$ cat config.mk
export PLATFORM = sky130hd
export DESIGN_NAME = xmul_issue_ctrl
export DESIGN_NICKNAME = d
export VERILOG_FILES = /design/src/rtl/xmul_pkg.sv /design/src/rtl/xmul_resp_fifo.sv /design/src/rtl/xmul_issue_ctrl.sv
export SDC_FILE = /design/constraint.sdc
export NUM_CORES = 1
export LEC_CHECK = 0
export CAP_MARGIN = 25
export CORE_AREA = 2 2 213 215
export CTS_CLUSTER_SIZE = 40
export DETAILED_ROUTE_END_ITERATION = 10
export DIE_AREA = 0 0 215 217
export SLEW_MARGIN = 5
export SYNTH_ARGS = -nofsm -noshare
export SYNTH_HDL_FRONTEND = slang
export SYNTH_SLANG_ARGS = --single-unit
$ cat constraint.sdc
create_clock -name clock -period 4 [get_ports clock]
set_input_delay 0.8 -clock clock [delete_from_list [all_inputs] [get_ports clock]]
set_output_delay 0.8 -clock clock [all_outputs]
set_load 0.01 [all_outputs]
$ cat src/rtl/xmul_pkg.sv
// Shared definitions for the extended-multiplier issue controller: function
// codes, default widths and the legal-function decoder.
package xmul_pkg;

    localparam int XLEN_DEF = 64;
    localparam int TAGW_DEF = 5;
    localparam int FN_W     = 6;

    localparam logic [FN_W-1:0] FN_MUL    = 6'd0;
    localparam logic [FN_W-1:0] FN_MULH   = 6'd1;
    localparam logic [FN_W-1:0] FN_MULHSU = 6'd2;
    localparam logic [FN_W-1:0] FN_MULHU  = 6'd3;
    localparam logic [FN_W-1:0] FN_MADDL  = 6'd52;
    localparam logic [FN_W-1:0] FN_MADDH  = 6'd53;

    function automatic logic is_legal_fn(input logic [FN_W-1:0] fn);
        case (fn)
            FN_MUL, FN_MULH, FN_MULHSU, FN_MULHU, FN_MADDL, FN_MADDH: return 1'b1;
            default: return 1'b0;
        endcase
    endfunction

endpackage

$ cat src/rtl/xmul_resp_fifo.sv
// Synchronous response FIFO with first-word-fall-through head and occupancy count.
module xmul_resp_fifo #(
    parameter  int DEPTH = 4,
    parameter  int W     = 8,
    localparam int AW    = $clog2(DEPTH),
    localparam int CW    = AW + 1
) (
    input  logic          clock,
    input  logic          reset,
    input  logic          i_push,
    input  logic [W-1:0]  i_din,
    input  logic          i_pop,
    output logic [W-1:0]  o_dout,
    output logic [CW-1:0] o_count
);

    logic [W-1:0]  r_mem [DEPTH];
    logic [AW-1:0] r_wr_ptr;
    logic [AW-1:0] r_rd_ptr;
    logic [CW-1:0] r_count;
    logic          w_do_push;
    logic          w_do_pop;

    assign w_do_pop  = i_pop & (r_count != '0);
    // A full FIFO still accepts a write when the head leaves in the same cycle.
    assign w_do_push = i_push & ((r_count != CW'(DEPTH)) | w_do_pop);

    always_ff @(posedge clock) begin
        if (reset) begin
            r_wr_ptr <= '0;
            r_rd_ptr <= '0;
            r_count  <= '0;
        end else begin
            if (w_do_push) r_wr_ptr <= r_wr_ptr + 1'b1;
            if (w_do_pop)  r_rd_ptr <= r_rd_ptr + 1'b1;
            case ({w_do_push, w_do_pop})
                2'b10:   r_count <= r_count + 1'b1;
                2'b01:   r_count <= r_count - 1'b1;
                default: r_count <= r_count;
            endcase
        end
    end

    always_ff @(posedge clock) begin
        if (w_do_push) r_mem[r_wr_ptr] <= i_din;
    end

    assign o_dout  = r_mem[r_rd_ptr];
    assign o_count = r_count;

endmodule

$ cat src/rtl/xmul_issue_ctrl.sv
// Issue controller for the fixed-latency extended multiplier: rebuilds response
// timing with a two-stage delay line and buffers results under credit control.
module xmul_issue_ctrl
    import xmul_pkg::*;
#(
    parameter int DEPTH = 4,
    parameter int XLEN  = XLEN_DEF,
    parameter int TAGW  = TAGW_DEF
) (
    input  logic            clock,
    input  logic            reset,
    input  logic            cmd_valid,
    output logic            cmd_ready,
    input  logic [5:0]      cmd_fn,
    input  logic            cmd_dw,
    input  logic [TAGW-1:0] cmd_tag,
    input  logic [XLEN-1:0] cmd_in1,
    input  logic [XLEN-1:0] cmd_in2,
    input  logic [XLEN-1:0] cmd_in3,
    output logic            mul_req_valid,
    output logic            mul_req_bits_dw,
    output logic [5:0]      mul_req_bits_fn,
    output logic [TAGW-1:0] mul_req_bits_tag,
    output logic [XLEN-1:0] mul_req_bits_in1,
    output logic [XLEN-1:0] mul_req_bits_in2,
    output logic [XLEN-1:0] mul_req_in3,
    input  logic [XLEN-1:0] mul_resp_data,
    input  logic [TAGW-1:0] mul_resp_tag,
    output logic            wb_valid,
    input  logic            wb_ready,
    output logic [XLEN-1:0] wb_data,
    output logic [TAGW-1:0] wb_tag,
    output logic            wb_err,
    output logic            busy
);

    localparam int CW = $clog2(DEPTH) + 1;
    localparam int OW = CW + 1;
    localparam int FW = 1 + TAGW + XLEN;

    logic            w_fire;
    logic            w_legal;
    logic            r_s0_v;
    logic            r_s0_err;
    logic [TAGW-1:0] r_s0_tag;
    logic            r_s1_v;
    logic            r_s1_err;
    logic [TAGW-1:0] r_s1_tag;
    logic [1:0]      w_inflight;
    logic [CW-1:0]   w_count;
    logic [OW-1:0]   w_occupancy;
    logic [FW-1:0]   w_push_entry;
    logic [FW-1:0]   w_head;
    logic            w_wb_valid;
    logic            w_pop;

    assign w_legal = is_legal_fn(cmd_fn);
    assign w_fire  = cmd_valid & cmd_ready;

    assign mul_req_valid    = w_fire & w_legal;
    assign mul_req_bits_dw  = cmd_dw;
    assign mul_req_bits_fn  = cmd_fn;
    assign mul_req_bits_tag = cmd_tag;
    assign mul_req_bits_in1 = cmd_in1;
    assign mul_req_bits_in2 = cmd_in2;
    assign mul_req_in3      = cmd_in3;

    // Mirrors the multiplier pipeline so we know when its output is meaningful.
    always_ff @(posedge clock) begin
        if (reset) begin
            r_s0_v   <= 1'b0;
            r_s0_err <= 1'b0;
            r_s0_tag <= '0;
            r_s1_v   <= 1'b0;
            r_s1_err <= 1'b0;
            r_s1_tag <= '0;
        end else begin
            r_s0_v   <= w_fire;
            r_s0_err <= ~w_legal;
            r_s0_tag <= cmd_tag;
            r_s1_v   <= r_s0_v;
            r_s1_err <= r_s0_err;
            r_s1_tag <= r_s0_tag;
        end
    end

    // Credits count in-flight ops as already occupying the FIFO; pops this cycle are ignored.
    assign w_inflight  = {1'b0, r_s0_v} + {1'b0, r_s1_v};
    assign w_occupancy = {1'b0, w_count} + OW'(w_inflight);
    assign cmd_ready   = ~reset & (w_occupancy < OW'(DEPTH));

    assign w_push_entry = r_s1_err ? {1'b1, r_s1_tag, {XLEN{1'b0}}}
                                   : {1'b0, mul_resp_tag, mul_resp_data};

    xmul_resp_fifo #(
        .DEPTH (DEPTH),
        .W     (FW)
    ) u_resp_fifo (
        .clock   (clock),
        .reset   (reset),
        .i_push  (r_s1_v),
        .i_din   (w_push_entry),
        .i_pop   (w_pop),
        .o_dout  (w_head),
        .o_count (w_count)
    );

    assign w_wb_valid = ~reset & (w_count != '0);
    assign w_pop      = w_wb_valid & wb_ready;

    // Head fields are masked so stale RAM contents never reach the core.
    assign wb_valid = w_wb_valid;
    assign wb_data  = w_wb_valid ? w_head[XLEN-1:0]         : '0;
    assign wb_tag   = w_wb_valid ? w_head[XLEN +: TAGW]     : '0;
    assign wb_err   = w_wb_valid ? w_head[FW-1]             : 1'b0;
    assign busy     = ~reset & ((w_inflight != 2'd0) | (w_count != '0));

endmodule

* After elaboration in Yosys (flattened, before gate mapping) *
Memories as Yosys holds them, arrays and structs flattened. A register that Yosys moved wholly into a read port is not among the register bits.
Index checks and enable logic that the tools add are counted.

cells by class
  $add $sub $neg = 6
  magnitude comparators = 1
  equality and inequality tests = 8
  multiplexer cells = 10
  bitwise gates (word level) = 12
  reductions and logical operators = 5

operators with widths
  cell                 count
  $mux 70              1
  $mux 64              1
  $eq 6x2->1 const B   2
  $eq 6x6->1 const B   2
  $and 1x1->1          8
  $eq 6x1->1 const B   1
  $logic_not 6->1      1
  $pmux 3 s2           1
  $reduce_or 6->1      1
  $mux 5               1
  $add 2x1->2 const B  2
  $add 3x2->4          1
  $lt 4x3->1 const B   1
  $mux 1               4
  $mux 2               2
  $reduce_bool 2->1    2
  $add 3x1->3 const B  1
  $ne 3x3->1 const B   1
  $reduce_bool 3->1    1
  $sub 3x1->3 const B  1
  $add 1x1->2          1
  $eq 2x1->1 const B   1
  $eq 2x2->1 const B   1
  $not 1->1            2
  $or 1x1->1           2

storage, ports and cells
  bits in registers = 21
  bits in writable memories = 280
  word-level logic and storage cells = 52
  memories kept = 1

memories
  memory             depth  width  read ports  clocked after Yosys merged registers in  write ports  RTL line              text
  u_resp_fifo.r_mem  4      70     1           1                                        1            xmul_resp_fifo.sv:17  logic [W-1:0] r_mem [DEPTH];

* Depth between registers and ports, before layout *
Gate-level depths: netlist (run 1).

  depth in word-level cells = 8
  gate-level depth with buffers = 10
  mapped depth without buffers = 9

* Modules after synthesis *
A second synthesis (run 1) with hierarchy kept.

second synthesis, totals
  cell total of the unflattened synthesis = 822
  area, all modules = 13759.4 um^2

modules (own cells, without submodules)
  module           times used  cells an instance  area each (um^2)  seq. area each (um^2)
  xmul_resp_fifo   1           421                10561.4           8588.2
  xmul_issue_ctrl  1           401                3198.1            280.3

* Worst setup path before layout (run 1) *
Ideal clock, no wire load.

  path kind = input -> register
  start = in reset
  end = mem u_resp_fifo.r_mem[0][0] in the netlist's numbering, enable pin
  library setup time = 0.436 ns
  arrival time = 2.912 ns
  slack = 0.653 ns
  stages = 4
  path buffers = 1
  path through = clkbuf_1 > nor2b_1 > o21a_1 > and2_1

between the ends
  word-level cells in the longest chain between the ends = 8

ends and longest elaborated chain
  element                       RTL line                text
  from (decl)                   xmul_issue_ctrl.sv:11   input logic reset,
  $not 1->1                     xmul_issue_ctrl.sv:108  assign w_wb_valid = ~reset & (w_count != '0);
  $and 1x1->1                   xmul_issue_ctrl.sv:108
  $and 1x1->1                   xmul_issue_ctrl.sv:109  assign w_pop = w_wb_valid & wb_ready;
  $and 1x1->1                   xmul_resp_fifo.sv:24    assign w_do_pop = i_pop & (r_count != '0);
  $or 1x1->1                    xmul_resp_fifo.sv:26    assign w_do_push = i_push & ((r_count != CW'(DEPTH)) | w_do_pop);
  $and 1x1->1                   xmul_resp_fifo.sv:26
  $mux 1                        xmul_resp_fifo.sv:45    if (w_do_push) r_mem[r_wr_ptr] <= i_din;
  $mux 1 (not written as such)  xmul_resp_fifo.sv:45
  to (decl)                     xmul_resp_fifo.sv:17

Every way passes these cells.

* Final worst setup path (run 1) *
  start = in cmd_fn[2]
  end = out mul_req_valid

between the ends
  word-level cells in the longest chain between the ends = 4

ends and longest elaborated chain
  element                             RTL line               text
  from (decl)                         xmul_issue_ctrl.sv:14  input logic [5:0] cmd_fn,
  $eq 6x1->1 (tied with other cells)  xmul_pkg.sv:17         case (fn)
  $reduce_or 6->1 (*)                 xmul_pkg.sv:17
  $mux 1 (*)                          xmul_pkg.sv:17
  $and 1x1->1 (*)                     xmul_issue_ctrl.sv:60  assign mul_req_valid = w_fire & w_legal;
  to (decl)                           xmul_issue_ctrl.sv:20  output logic mul_req_valid,

Mark *: on every way between the ends. The rest lies on a longest branch, timed or not.

==> results of run 1 <==
synth_stat cells (2+ instances only):
cell type / n
or3_1: 4
dfxtp_1: 23
and2_1: 75
mux4_2: 70
o21a_1: 2
mux2_2: 5
clkbuf_1: 23
nor2_1: 11
inv_1: 8
o21ai_0: 2
a21oi_1: 5
buf_2: 2
ha_1: 8
buf_6: 7
edfxtp_1: 280
nor2b_1: 76
buf_4: 204
xor2_1: 3
nand2b_1: 2
logic make-up after synthesis:
kind of cell,after synthesis,share of synthesized area
AOI/OAI and AO/OA,11,0.00471
and+or+nand+nor,173,0.0780
adders and majority gates,9,0.00888
xor gates and xnor gates,3,0.00194
muxes,77,0.122
buffers and inverters,245,0.129
DFF,303,0.655
report_power, final:
part           leakage [nW]  switching (mW)  total, mW  internal, mW
registers              2.74          0.0283       3.55          3.52
clock network         0.467            1.16       2.77          1.62
logic                  1.68           0.233      0.533         0.300
total                  4.89            1.42       6.86          5.44
critical path: stages:
cell             delay [ns]
clkdlybuf4s50_1        0.44
or3_1                  0.37
a21oi_1                0.27
and3_1                 0.20
clkdlybuf4s50_1        0.65
per-stage QoR:
| stage | power (mW) | hold WS, ns | instances | worst slack, ns |
|---|---|---|---|---|
| after detailed placement | 4.17 | 0.422 | 1367 | 0.430 |
| after floorplan | 4.11 | 0.414 | 821 | 0.653 |
| after global placement | 4.16 | 0.415 | 1366 | 0.430 |
| after CTS | 6.97 | 0.437 | 1423 | 0.400 |
| final | 6.86 | 0.434 | 1423 | 0.463 |
| after global routing | 7.10 | 0.445 | 1423 | 0.354 |
placed cells by master (no fill, tap or decap), drive strengths merged:
| master | instances |
|---|---|
| nor3 | 1 |
| clkinvlp | 2 |
| and3 | 1 |
| a31oi | 1 |
| xor2 | 3 |
| clkinv | 10 |
| nand4b | 1 |
| bufinv | 3 |
| a21oi | 5 |
| mux2 | 6 |
| buf | 17 |
| edfxtp | 280 |
| nand2 | 1 |
| inv | 11 |
| o21ai | 2 |
| o31ai | 1 |
| nor2 | 11 |
| dfxtp | 23 |
| nand2b | 2 |
| and2 | 75 |
| nor2b | 76 |
| or3 | 4 |
| fa | 1 |
| clkbuf | 38 |
| clkdlybuf4s50 | 166 |
| mux4 | 70 |
| ha | 8 |
| or3b | 1 |
| o21a | 2 |
| mux2i | 1 |
worst max path at each step:
stage                    from                                end  slack [ns]  cells past startpoint
detailed placement  cmd_fn[2]                      mul_req_valid        0.43                      5
global placement    cmd_fn[2]                      mul_req_valid        0.43                      5
floorplan               reset  u_resp_fifo.r_mem[0][0]$_DFFE_PP_        0.65                      4
CTS                      flop                        wb_data[63]        0.40                      4
finish              cmd_fn[2]                      mul_req_valid        0.46                      5
global route             flop                        wb_data[63]        0.35                      4
metal layers:
metal / GRT usage / wire [µm] / part of all wire
met1: 0.142 / 11800 / 0.36
met2: 0.212 / 15100 / 0.46
met3: 0.0883 / 4590 / 0.14
met4: 0.0524 / 1060 / 0.032
met5: 0.0438 / 282 / 0.0086
area by class of cell:
class	count	area [µm²]
Clock buffer	38	802
Clock inverter	18	175
Fill cell	4288	29200
Inverter	8	30.0
Multi-Input combinational cell	273	2940
Sequential cell	303	8880
Tap cell	600	751
Timing Repair Buffer	183	1920
flip-flops by register name, indices dropped and copies added (netlist names), named ones only:
name	cells
u_resp_fifo.o_count	3
r_s1_v	1
r_s0_tag	5
r_s0_v	1
r_s1_err	1
r_s1_tag	5
u_resp_fifo.r_rd_ptr	2
u_resp_fifo.r_wr_ptr	2
r_s0_err	1
u_resp_fifo.r_mem	280
==> flow_summary_export.csv, run 1 <==
group,metric,value,unit
timing,rsz0062_at_grt,"no",
final_layout,drive_above_1_share,0.173,
final_layout,finalInstanceArea,15500,µm²
routing,dr.first_iter.drc_count,366,
flow_run,drv_cap,0,
timing,period_minus_slack,3.54,ns
synth,yosys_warnings,0,
timing,finalCritPeriodShare,0.884,
final_layout,num_antenna_cells,0,
timing,setup_viol,0,
placement,gp_congestion,0.672,
global_routing,overflow,0,
timing,finalHoldViolations,0,
min_path,min_to,"r_s1_err$_SDFF_PP0_",
clock_network,cts_setup_buffers,0,
synth,synth_cells,821,
pwr,ir_drop,0.341,mV
global_routing,grtUsageTotal,0.135,
run_status,run_status,"finished, final reports clean",
timing,slew_headroom,0.597,
clock_network,cts.path.max_buffers,3,
clock_network,h-tree-depth,1,
synth,yosys.area.top_type_share,0.621,
timing,slew_viol_final,0,
placement,dpl.hpwl,22.4,mm
placement,place_area,14500,µm²
die,die-area,46700,µm²
timing,fmax,0.283,GHz
min_path,holdPathStages,1,
worst_setup_path,cp.required,3.20,ns
synth,synth_edf_count,280,
timing,worstMarginPinSlew,0.600,ns
final_layout,syn2layout_area_growth,14.5,%
pwr,leakagePower,4.89,nW
worst_setup_path,critPathMaxFanout,3,
synth,ys_seq_area_frac,0.655,
die,ios,555,
worst_setup_path,worstSetupPathType,"primary input to primary output",
clock_network,tritoncts,"done",
worst_setup_path,arrival,2.74,ns
synth,synth.largest_area_cell,"edfxtp_1",
worst_setup_path,critPathCaptureType,"primary output",
clock_network,clock_sinks,303,
clock_network,cts-root-buf,"clkbuf_16",
die,initial_core_util,0.303,
die,core_area,44700,µm²
die,die_y,217,µm
synth,synth_seq_cells,303,
worst_setup_path,r2r-start,"u_resp_fifo.o_count[2]$_SDFFE_PP0P_",
routing,ant_nets,0,
synth,synth_cell_type_count,30,
global_routing,antenna_found_initial,0,
pwr,power_density,442,nW/µm²
global_routing,grt_pass1_wl,46.1,mm
final_layout,nNetsFinal,1085,
placement,io_buffers,166,
min_path,min-delay-start,"r_s0_err$_SDFF_PP0_",
global_routing,grt_max_degree,72,
die,rows,78,
worst_setup_path,timing.rr.end,"u_resp_fifo.o_count[2]$_SDFFE_PP0P_",
clock_network,cts_resized,0,
timing,finalSetupTns,0,ns
worst_setup_path,startpoint_type,"primary input",
routing,wirelength,32.8,mm
synth,syn_area,13500,µm²
synth,avgSynthCellArea,16.5,µm²
synth,synth_area_leaders,"edfxtp_1, mux4_2, buf_4",
routing,wl_per_cell,23.1,µm
worst_setup_path,rrSetupSlack,1.61,ns
synth,synthArstFlopShare,0,
min_path,hp-class,"flop to flop",
global_routing,grt_pass1_vias,6610,
clock_network,clk_latency,0.55,ns
clock_network,clkTransAtPathRegs,0.06,ns
clock_network,cts_buffers,30,
routing,drcViolationCount,0,
timing,skew,0.0132,ns
die,die_w,215,µm
final_layout,fin_util,0.347,
routing,drt_first_pass_iters,4,
synth,synth_ff_type,"edfxtp_1",
synth,synth_nets,1107,
worst_setup_path,reg2reg_depth,9,
clock_network,holdBufCountCts,0,
routing,via_count,6272,
routing,viasPerCell,4.41,
Note: power is estimated with default switching activity, not from simulation.
==> inputs of run 2 (changes only) <==
--- a/config.mk
+++ b/config.mk
@@ -10,7 +10,7 @@
 export CTS_CLUSTER_SIZE = 40
 export DETAILED_ROUTE_END_ITERATION = 10
 export DIE_AREA = 0 0 215 217
-export SLEW_MARGIN = 5
+export SLEW_MARGIN = 40
 export SYNTH_ARGS = -nofsm -noshare
 export SYNTH_HDL_FRONTEND = slang
 export SYNTH_SLANG_ARGS = --single-unit
==> run 2 against run 1 <==
Compared with the run above: combinational power rose by 0.8%; register-to-register slack barely moved; clock power fell by 3%; critical path depth did not move; worst setup slack improved by 0.0021 ns; maximum frequency barely moved; global-route usage fell by 0.098 points; critical endpoint unchanged; largest power group unchanged.
==> flow_summary_export.csv, run 2 (synthesized netlist as in run 1, its figures left out) <==
group,metric,value,unit
clock_network,h-tree-depth,1,
pwr,power_density,438,nW/µm²
routing,drcViolationCount,0,
clock_network,cts_setup_buffers,0,
worst_setup_path,startpoint_type,"primary input",
worst_setup_path,r2r-start,"u_resp_fifo.o_count[2]$_SDFFE_PP0P_",
routing,viasPerCell,4.44,
min_path,hp-class,"flop to flop",
clock_network,cts_resized,0,
die,die_w,215,µm
routing,via_count,6303,
final_layout,num_antenna_cells,0,
clock_network,cts.path.max_buffers,3,
timing,slew_headroom,0.588,
timing,finalCritPeriodShare,0.884,
die,rows,78,
timing,setup_viol,0,
clock_network,holdBufCountCts,0,
timing,worstMarginPinSlew,0.614,ns
final_layout,multiInputGateArea,2940,µm²
final_layout,finalInstanceArea,15500,µm²
final_layout,regArea,8880,µm²
global_routing,grtUsageTotal,0.134,
routing,drt_first_pass_iters,4,
worst_setup_path,critPathMaxFanout,3,
global_routing,grt_pass1_wl,45.7,mm
placement,place_area,14500,µm²
global_routing,overflow,0,
routing,wirelength,32.7,mm
final_layout,top_register,"u_resp_fifo.r_mem",
clock_network,tritoncts,"done",
timing,rsz0062_at_grt,"no",
placement,io_buffers,166,
die,ios,555,
final_layout,nNetsFinal,1086,
final_layout,mostFrequentLayoutCell,"edfxtp_1",
timing,slew_viol_final,0,
final_layout,largest_reg_flops,280,
final_layout,syn2layout_area_growth,14.3,%
timing,finalSetupTns,0,ns
worst_setup_path,critPathCaptureType,"primary output",
placement,dpl.hpwl,22.7,mm
timing,fmax,0.283,GHz
worst_setup_path,arrival,2.74,ns
final_layout,nFillCells,4291,
clock_network,clkTransAtPathRegs,0.06,ns
final_layout,reg_top3,"u_resp_fifo.r_mem: 280 flops, r_s0_tag: 5 flops, r_s1_tag: 5 flops",
timing,finalHoldViolations,0,
flow_run,drv_cap,0,
die,die-area,46700,µm²
timing,skew,0.00928,ns
min_path,min-delay-start,"r_s0_err$_SDFF_PP0_",
worst_setup_path,cp.required,3.20,ns
placement,gp_congestion,0.672,
routing,ant_nets,0,
clock_network,clock_sinks,303,
die,initial_core_util,0.303,
clock_network,clk_latency,0.55,ns
die,core_area,44700,µm²
die,die_y,217,µm
worst_setup_path,worstSetupPathType,"primary input to primary output",
pwr,ir_drop,0.287,mV
global_routing,grt_max_degree,72,
final_layout,drive_above_1_share,0.173,
worst_setup_path,startpoint,"cmd_fn[2]",
global_routing,grt_pass1_vias,6526,
clock_network,cts-root-buf,"clkbuf_16",
clock_network,cts_buffers,30,
routing,dr.first_iter.drc_count,307,
final_layout,layout.cells.most_common_list,"edfxtp_1, clkdlybuf4s50_1, nor2b_1",
run_status,run_status,"finished, final reports clean",
timing,period_minus_slack,3.54,ns
routing,wl_per_cell,23.0,µm
global_routing,antenna_found_initial,0,
pwr,leakagePower,4.89,nW
[run 2: changes by cell type in the layout (fill, tap and decap cells not counted)]
cell,delta
inv_6,-3
buf_16,-1
clkinv_2,+5
buf_12,+2
clkinvlp_4,-2
clkinv_4,-1
clkinv_1,-1
clkbuf_1,-3
[run 2: per-stage QoR]
step	power (mW)	utilization	std cells	setup WS (ns)	hold WS [ns]
finish	6.78	0.346	1419	0.465	0.433
global route	7.02	0.346	1419	0.360	0.444
CTS	6.88	0.346	1419	0.409	0.436
detailed placement	4.17	0.325	1368	0.433	0.420
global placement	4.16	0.324	1366	0.430	0.415
floorplan	4.11	-	821	0.653	0.414
[run 2: layer usage]
| metal | vias up | share of wire | global-route usage | routed length (µm) |
|---|---|---|---|---|
| met5 | - | 0.0050 | 0.0260 | 162 |
| met4 | 6 | 0.033 | 0.0520 | 1080 |
| met3 | 97 | 0.12 | 0.0714 | 3870 |
| met2 | 310 | 0.46 | 0.207 | 14900 |
| met1 | 3152 | 0.39 | 0.157 | 12700 |
| li1 | 2738 | - | - | - |
[run 2: worst paths after layout]
path              cells after the start                                   to  slack, ns
setup / recovery                      5                        mul_req_valid       0.46
hold / removal                        1                  r_s1_err$_SDFF_PP0_       0.43
setup reg to reg                      9  u_resp_fifo.o_count[2]$_SDFFE_PP0P_       1.60
hold reg to reg                       1                  r_s1_err$_SDFF_PP0_       0.43
[run 2: critical path, stage by stage]
cell             delay (ns)
clkdlybuf4s50_1        0.44
or3_1                  0.37
a21oi_1                0.27
and3_1                 0.21
clkdlybuf4s50_1        0.64
[run 2: layout make-up]
type / instances / area share
Clock buffer: 35 / 0.0511
Inverter: 8 / 0.00194
Clock inverter: 16 / 0.00946
Multi-Input combinational cell: 273 / 0.190
Sequential cell: 303 / 0.574
Tap cell: 600 / 0.0485
Timing Repair Buffer: 184 / 0.125
[run 2: report_power, final]
part | switching [mW] | internal [mW]
registers | 0.0283 | 3.52
logic | 0.235 | 0.302
clock network | 1.10 | 1.59
total | 1.37 | 5.41
